===== src/rtl/leaf_request_merger_if.sv =====
// Request-merger bus: two tree leaf channels in, one merged leaf request out.
// The "slave" modport is the merger itself; "master" is the tree/reader side.
interface leaf_request_merger_if #(
  parameter int ADDRESS_WIDTH = 8,
  parameter int TAG_WIDTH     = 10
);
  logic [ADDRESS_WIDTH-1:0] leaf_index;
  logic                     receiver_en;
  logic [ADDRESS_WIDTH-1:0] leaf_index_two;
  logic                     receiver_two_en;
  logic                     out_ready;
  logic                     out_valid;
  logic [ADDRESS_WIDTH-1:0] out_leaf;
  logic                     out_chan;
  logic [TAG_WIDTH-1:0]     out_tag;
  logic                     clear_overflow;
  logic                     overflow;
  logic                     busy;

  modport master (
    output leaf_index, receiver_en, leaf_index_two, receiver_two_en,
    output out_ready, clear_overflow,
    input  out_valid, out_leaf, out_chan, out_tag, overflow, busy
  );

  modport slave (
    input  leaf_index, receiver_en, leaf_index_two, receiver_two_en,
    input  out_ready, clear_overflow,
    output out_valid, out_leaf, out_chan, out_tag, overflow, busy
  );
endinterface


===== src/rtl/leaf_request_merger.sv =====
// Merges two tagged leaf streams through per-channel FIFOs into one registered, round-robin output.
// Latency 2 edges from enable to out_valid; out_ready low stalls the output, then the FIFOs, then drops (sticky overflow).
module leaf_request_merger #(
  parameter int ADDRESS_WIDTH = 8,
  parameter int TAG_WIDTH     = 10,
  parameter int FIFO_DEPTH    = 4
) (
  input  logic                  clk,
  input  logic                  rst_n,
  leaf_request_merger_if.slave  bus
);
  localparam int PW = (FIFO_DEPTH > 1) ? $clog2(FIFO_DEPTH) : 1;
  localparam int CW = $clog2(FIFO_DEPTH + 1);
  localparam logic [CW-1:0] FULL = CW'(FIFO_DEPTH);

  logic [ADDRESS_WIDTH-1:0] r_leaf_mem [2][FIFO_DEPTH];
  logic [TAG_WIDTH-1:0]     r_tag_mem  [2][FIFO_DEPTH];
  logic [PW-1:0]            r_wptr     [2];
  logic [PW-1:0]            r_rptr     [2];
  logic [CW-1:0]            r_cnt      [2];
  logic [TAG_WIDTH-1:0]     r_tag_ctr  [2];

  logic                     r_last_grant;
  logic                     r_out_valid;
  logic                     r_out_chan;
  logic [ADDRESS_WIDTH-1:0] r_out_leaf;
  logic [TAG_WIDTH-1:0]     r_out_tag;
  logic                     r_overflow;

  logic                     w_en   [2];
  logic [ADDRESS_WIDTH-1:0] w_leaf [2];
  logic                     w_ne   [2];
  logic                     w_full [2];
  logic                     w_pop  [2];
  logic                     w_push [2];
  logic                     w_drop [2];
  logic                     w_load;
  logic                     w_gnt_vld;
  logic                     w_gnt;

  always_comb begin
    w_en[0]   = bus.receiver_en;
    w_en[1]   = bus.receiver_two_en;
    w_leaf[0] = bus.leaf_index;
    w_leaf[1] = bus.leaf_index_two;
    w_load    = !r_out_valid || bus.out_ready;
    w_ne[0]   = (r_cnt[0] != '0);
    w_ne[1]   = (r_cnt[1] != '0);
    w_gnt_vld = w_load && (w_ne[0] || w_ne[1]);
    // On a tie the channel that did not win last time goes next.
    w_gnt     = (w_ne[0] && w_ne[1]) ? ~r_last_grant : w_ne[1];
    for (int c = 0; c < 2; c++) begin
      w_full[c] = (r_cnt[c] == FULL);
      w_pop[c]  = w_gnt_vld && (w_gnt == 1'(c));
      w_push[c] = w_en[c] && (!w_full[c] || w_pop[c]);
      w_drop[c] = w_en[c] && w_full[c] && !w_pop[c];
    end
  end

  // Storage needs no reset; occupancy counts decide what is valid.
  always_ff @(posedge clk) begin
    for (int c = 0; c < 2; c++) begin
      if (w_push[c]) begin
        r_leaf_mem[c][r_wptr[c]] <= w_leaf[c];
        r_tag_mem[c][r_wptr[c]]  <= r_tag_ctr[c];
      end
    end
  end

  always_ff @(posedge clk or negedge rst_n) begin
    if (!rst_n) begin
      for (int c = 0; c < 2; c++) begin
        r_wptr[c]    <= '0;
        r_rptr[c]    <= '0;
        r_cnt[c]     <= '0;
        r_tag_ctr[c] <= '0;
      end
      r_last_grant <= 1'b1;
      r_out_valid  <= 1'b0;
      r_out_chan   <= 1'b0;
      r_out_leaf   <= '0;
      r_out_tag    <= '0;
      r_overflow   <= 1'b0;
    end else begin
      for (int c = 0; c < 2; c++) begin
        if (w_en[c]) r_tag_ctr[c] <= r_tag_ctr[c] + TAG_WIDTH'(1);
        if (w_push[c]) r_wptr[c] <= r_wptr[c] + PW'(1);
        if (w_pop[c]) r_rptr[c] <= r_rptr[c] + PW'(1);
        if (w_push[c] && !w_pop[c]) r_cnt[c] <= r_cnt[c] + CW'(1);
        else if (!w_push[c] && w_pop[c]) r_cnt[c] <= r_cnt[c] - CW'(1);
      end
      if (w_load) begin
        r_out_valid <= w_gnt_vld;
        if (w_gnt_vld) begin
          r_out_chan   <= w_gnt;
          r_out_leaf   <= r_leaf_mem[w_gnt][r_rptr[w_gnt]];
          r_out_tag    <= r_tag_mem[w_gnt][r_rptr[w_gnt]];
          r_last_grant <= w_gnt;
        end
      end
      // A fresh drop wins over a clear in the same cycle.
      if (w_drop[0] || w_drop[1]) r_overflow <= 1'b1;
      else if (bus.clear_overflow) r_overflow <= 1'b0;
    end
  end

  assign bus.out_valid = r_out_valid;
  assign bus.out_chan  = r_out_chan;
  assign bus.out_leaf  = r_out_leaf;
  assign bus.out_tag   = r_out_tag;
  assign bus.overflow  = r_overflow;
  assign bus.busy      = w_ne[0] || w_ne[1] || r_out_valid;
endmodule

===== src/flat_wrapper.sv =====
// flat-port wrapper written by rule: the top's interface ports become plain ports
module leaf_request_merger_flat 
#(
  parameter int ADDRESS_WIDTH = 8,
  parameter int TAG_WIDTH     = 10,
  parameter int FIFO_DEPTH    = 4
)
  (clk, rst_n, bus_leaf_index, bus_receiver_en, bus_leaf_index_two, bus_receiver_two_en, bus_out_ready, bus_clear_overflow, bus_out_valid, bus_out_leaf, bus_out_chan, bus_out_tag, bus_overflow, bus_busy);
  leaf_request_merger_if #(.ADDRESS_WIDTH(ADDRESS_WIDTH), .TAG_WIDTH(TAG_WIDTH)) bus_i ();
  input  logic clk;
  input  logic rst_n;
  input wire logic [$bits(bus_i.leaf_index)-1:0] bus_leaf_index;
  input wire logic [$bits(bus_i.receiver_en)-1:0] bus_receiver_en;
  input wire logic [$bits(bus_i.leaf_index_two)-1:0] bus_leaf_index_two;
  input wire logic [$bits(bus_i.receiver_two_en)-1:0] bus_receiver_two_en;
  input wire logic [$bits(bus_i.out_ready)-1:0] bus_out_ready;
  input wire logic [$bits(bus_i.clear_overflow)-1:0] bus_clear_overflow;
  output wire logic [$bits(bus_i.out_valid)-1:0] bus_out_valid;
  output wire logic [$bits(bus_i.out_leaf)-1:0] bus_out_leaf;
  output wire logic [$bits(bus_i.out_chan)-1:0] bus_out_chan;
  output wire logic [$bits(bus_i.out_tag)-1:0] bus_out_tag;
  output wire logic [$bits(bus_i.overflow)-1:0] bus_overflow;
  output wire logic [$bits(bus_i.busy)-1:0] bus_busy;
  assign bus_i.leaf_index = bus_leaf_index;
  assign bus_i.receiver_en = bus_receiver_en;
  assign bus_i.leaf_index_two = bus_leaf_index_two;
  assign bus_i.receiver_two_en = bus_receiver_two_en;
  assign bus_i.out_ready = bus_out_ready;
  assign bus_i.clear_overflow = bus_clear_overflow;
  assign bus_out_valid = bus_i.out_valid;
  assign bus_out_leaf = bus_i.out_leaf;
  assign bus_out_chan = bus_i.out_chan;
  assign bus_out_tag = bus_i.out_tag;
  assign bus_overflow = bus_i.overflow;
  assign bus_busy = bus_i.busy;
  leaf_request_merger #(.ADDRESS_WIDTH(ADDRESS_WIDTH), .TAG_WIDTH(TAG_WIDTH), .FIFO_DEPTH(FIFO_DEPTH)) u_core (.clk(clk), .rst_n(rst_n), .bus(bus_i));
endmodule

===== config.mk =====
export PLATFORM = sky130hd
export DESIGN_NAME = leaf_request_merger_flat
export DESIGN_NICKNAME = d
export VERILOG_FILES = /design/src/rtl/leaf_request_merger_if.sv /design/src/rtl/leaf_request_merger.sv /design/src/flat_wrapper.sv
export SDC_FILE = /design/constraint.sdc
export NUM_CORES = 1
export LEC_CHECK = 0
export CAP_MARGIN = 20
export CORE_MARGIN = 1.5
export CORE_UTILIZATION = 59
export CTS_CLUSTER_SIZE = 24
export DETAILED_ROUTE_END_ITERATION = 10
export GPL_TIMING_DRIVEN = 0
export MAX_ROUTING_LAYER = met4
export PLACE_DENSITY = 0.79
export REMOVE_ABC_BUFFERS = 1
export SLEW_MARGIN = 10
export SYNTH_ARGS = -nofsm -noshare
export SYNTH_HDL_FRONTEND = slang
export SYNTH_SLANG_ARGS = --single-unit

===== constraint.sdc =====
create_clock -name clk -period 3.6 [get_ports clk]
set_input_delay 0.54 -clock clk [delete_from_list [all_inputs] [get_ports clk]]
set_output_delay 0.54 -clock clk [all_outputs]
set_load 0.01 [all_outputs]

==> results_dict.tcl <==
set metrics [dict create \
    outcome "completed" \
    clock.fmax_ghz 0.302 \
    drt_iter0_markers 383 \
    hold_viol 0 \
    ctsLongestPathBuffers 2 \
    required_ns 3.65 \
    clk_latency_ns 0.43 \
    crit_fanout 31 \
    routed_wl_um 15400 \
    rsz0062_at_grt "false" \
    rrSetupSlack_ns 0.29 \
    max_slew_margin 0.265 \
    antenna_cells 0 \
    power_leakage_uw 0.00349 \
    grt_first_pass_wirelength_um 24000 \
    peakVddDrop_v 0.000553 \
    holdBufCountCts 0 \
    synth_warnings 0 \
    synth_most_common_cell "edfxtp_1" \
    num-nets-final 608 \
    met3_usage 0.0399 \
    drive_gt1_frac 0.150 \
    fp.dieArea_um2 14400 \
    root_buffer "clkbuf_16" \
    area_growth_pct 15.5 \
    skew_ns 0.00467 \
    synthTopCellsByCount "edfxtp_1 (144), nand2_1 (64), dfrtp_1 (55)" \
    yosysTopAreaCell "edfxtp_1" \
    wl_per_cell_um 20.2 \
    crit_path_end_kind "flop" \
    rows 42 \
    synth_edf_count 144 \
    p_sw_frac 0.333 \
    slew_viol_final 0 \
    ys_seq_elements 200 \
    grt.overflow.total 0 \
    die_x_um 120 \
    post_cts_resized 0 \
    cts_sinks 200 \
    fin_util 0.703 \
    via_count 4441 \
    io_pins 44 \
    grt_start_max_net_pins 57 \
    fillers 880 \
    whs_ns 0.183 \
    cap_violations 0 \
    cts_tree "built" \
    synth_top_area_frac 0.534 \
    synth-main-ff-cell "edfxtp_1" \
    min_period_ns 3.31 \
    post-route-period-util 0.920 \
    p_int_uw 5350 \
    clock_power_share 0.217 \
    path_class "reg -> reg" \
    ys_seq_area_frac 0.708 \
    dpl.hpwl_um 9320 \
    antenna_found_initial 0 \
    met1_usage 0.292 \
    min_path_type "in -> async" \
    synthArstFlopShare 0.280 \
    use_met2 0.389 \
    cts_made_buffers 17 \
    syn_inst 526 \
    worst_pin_slew_ns 1.10 \
    p_sw_uw 2670 \
    port_buffers 43 \
    ys_top_cells_by_area "edfxtp_1 (53%), dfrtp_1 (17%), mux2_2 (5.6%), mux2i_1 (4.5%), o211ai_1 (3.4%)" \
    worstRegToRegCells 5 \
    postCtsSetupBuffers 0 \
    dr.pass1.iters 5 \
    start_kind "flop" \
    h-tree-depth 4 \
    p_comb_frac 0.313 \
    avgSynthCellArea_um2 15.4 \
    grt_pass1_vias 4560 \
    start_util 0.609 \
    via_per_inst 5.84 \
    pwr-share-seq 0.470 \
    drtAntennaViolNets 0 \
    grt_use_total 0.236 \
    netlist_area_um2 8090 \
    setup_viol 0 \
    path_clk_slew_ns 0.07 \
    globalRoute.busiestLayer "met2" \
    yosysUniqueCellTypes 37 \
    power_density_nw_per_um2 859 \
    cp_data_arrival_time_ns 3.36 \
    gp_congestion 0.768 \
    core-area_um2 13300 \
    die_height_um 120 \
    drc 0 \
]
## layout by cell type, fill, tap and decap left out, drive strengths merged, types with 3 or more instances in the layout
cell / n
edfxtp: 144
buf: 10
dfrtp: 55
nor2: 7
clkinvlp: 3
nand2: 64
nand4: 6
mux2: 41
mux2i: 36
inv: 10
nand3: 29
o211ai: 37
nand2b: 3
and2: 5
xor2: 10
and3: 6
clkdlybuf4s50: 42
ha: 12
clkbuf: 18
xnor2: 20
clkinv: 9
## stage by stage
step	setup WS, ns	area (um2)	total power (uW)	cells	setup TNS [ns]
floorplan	-0.118	7990	5280	501	-0.184
global route	0.0903	9340	8450	761	0
detailed placement	0.0697	8750	6290	726	0
global placement	-0.985	8640	6080	720	-96.31
finish	0.287	9340	8020	761	0
CTS	0.237	9290	8040	758	0
## cells by family after synthesis
logic type	Yosys count	share of synthesized area
AOI/OAI and AO/OA	45	0.0458
xor gates and xnor gates	30	0.0325
adders and majority gates	14	0.0235
buffers and inverters	34	0.0167
DFF	200	0.708
muxes	77	0.102
and+or+nand+nor	126	0.0721
## registers in the layout, indices dropped and copies added, names as in the netlist
name and count:
u_core.r_rptr 4, u_core.r_wptr 4, u_core.r_leaf_mem 64, u_core.bus.out_tag 10, u_core.bus.out_leaf 8, u_core.bus.out_chan 1, u_core.r_tag_mem 80, u_core.bus.overflow 1
u_core.bus.out_valid 1, u_core.r_cnt 6, u_core.r_tag_ctr 20, u_core.r_last_grant 1
## final timing paths
kind                             startpoint                 endpoint
min in group clk           u_core.r_rptr[1]         u_core.r_rptr[1]
max reg2reg                 u_core.r_cnt[0]  u_core.r_leaf_mem[0][8]
min                                   rst_n   u_core.bus.out_leaf[4]
max in group asynchronous             rst_n         u_core.r_rptr[2]
min reg2reg                u_core.r_rptr[1]         u_core.r_rptr[1]
max                         u_core.r_cnt[0]  u_core.r_leaf_mem[0][8]
## layer usage
metal  routed length (um)  share of wire
met3                  577          0.038
met1                 6560           0.43
met2                 7920           0.51
met4                  314          0.020
met5                    0              0
## final cells by class
| class | count | area [um2] | share of cell area |
|---|---|---|---|
| clock buffer | 18 | 429 | 0.0459 |
| inverter | 9 | 33.8 | 0.00362 |
| sequential | 200 | 5730 | 0.613 |
| multi-input combinational | 292 | 2230 | 0.239 |
| tap | 176 | 220 | 0.0236 |
| clock inverter | 14 | 109 | 0.0117 |
| timing repair buffer | 52 | 591 | 0.0632 |
## power groups by stage
stage	Clock (uW)	Sequential [uW]	Combinational, uW
2_1_floorplan	0	3770	1510
3_3_place_gp	0	3860	2220
6_report	1740	3770	2510
5_1_grt	1850	3850	2760
4_1_cts	1760	3780	2500
3_5_place_dp	0	3820	2470
## critical path: stages (launching register included)
cell and delay, ns:
dfrtp_1 0.45, or3_1 0.51, nand2_2 0.51, nand2b_2 0.21, a31oi_4 0.32, and2_1 0.91
(Power assumes the default switching activity.)
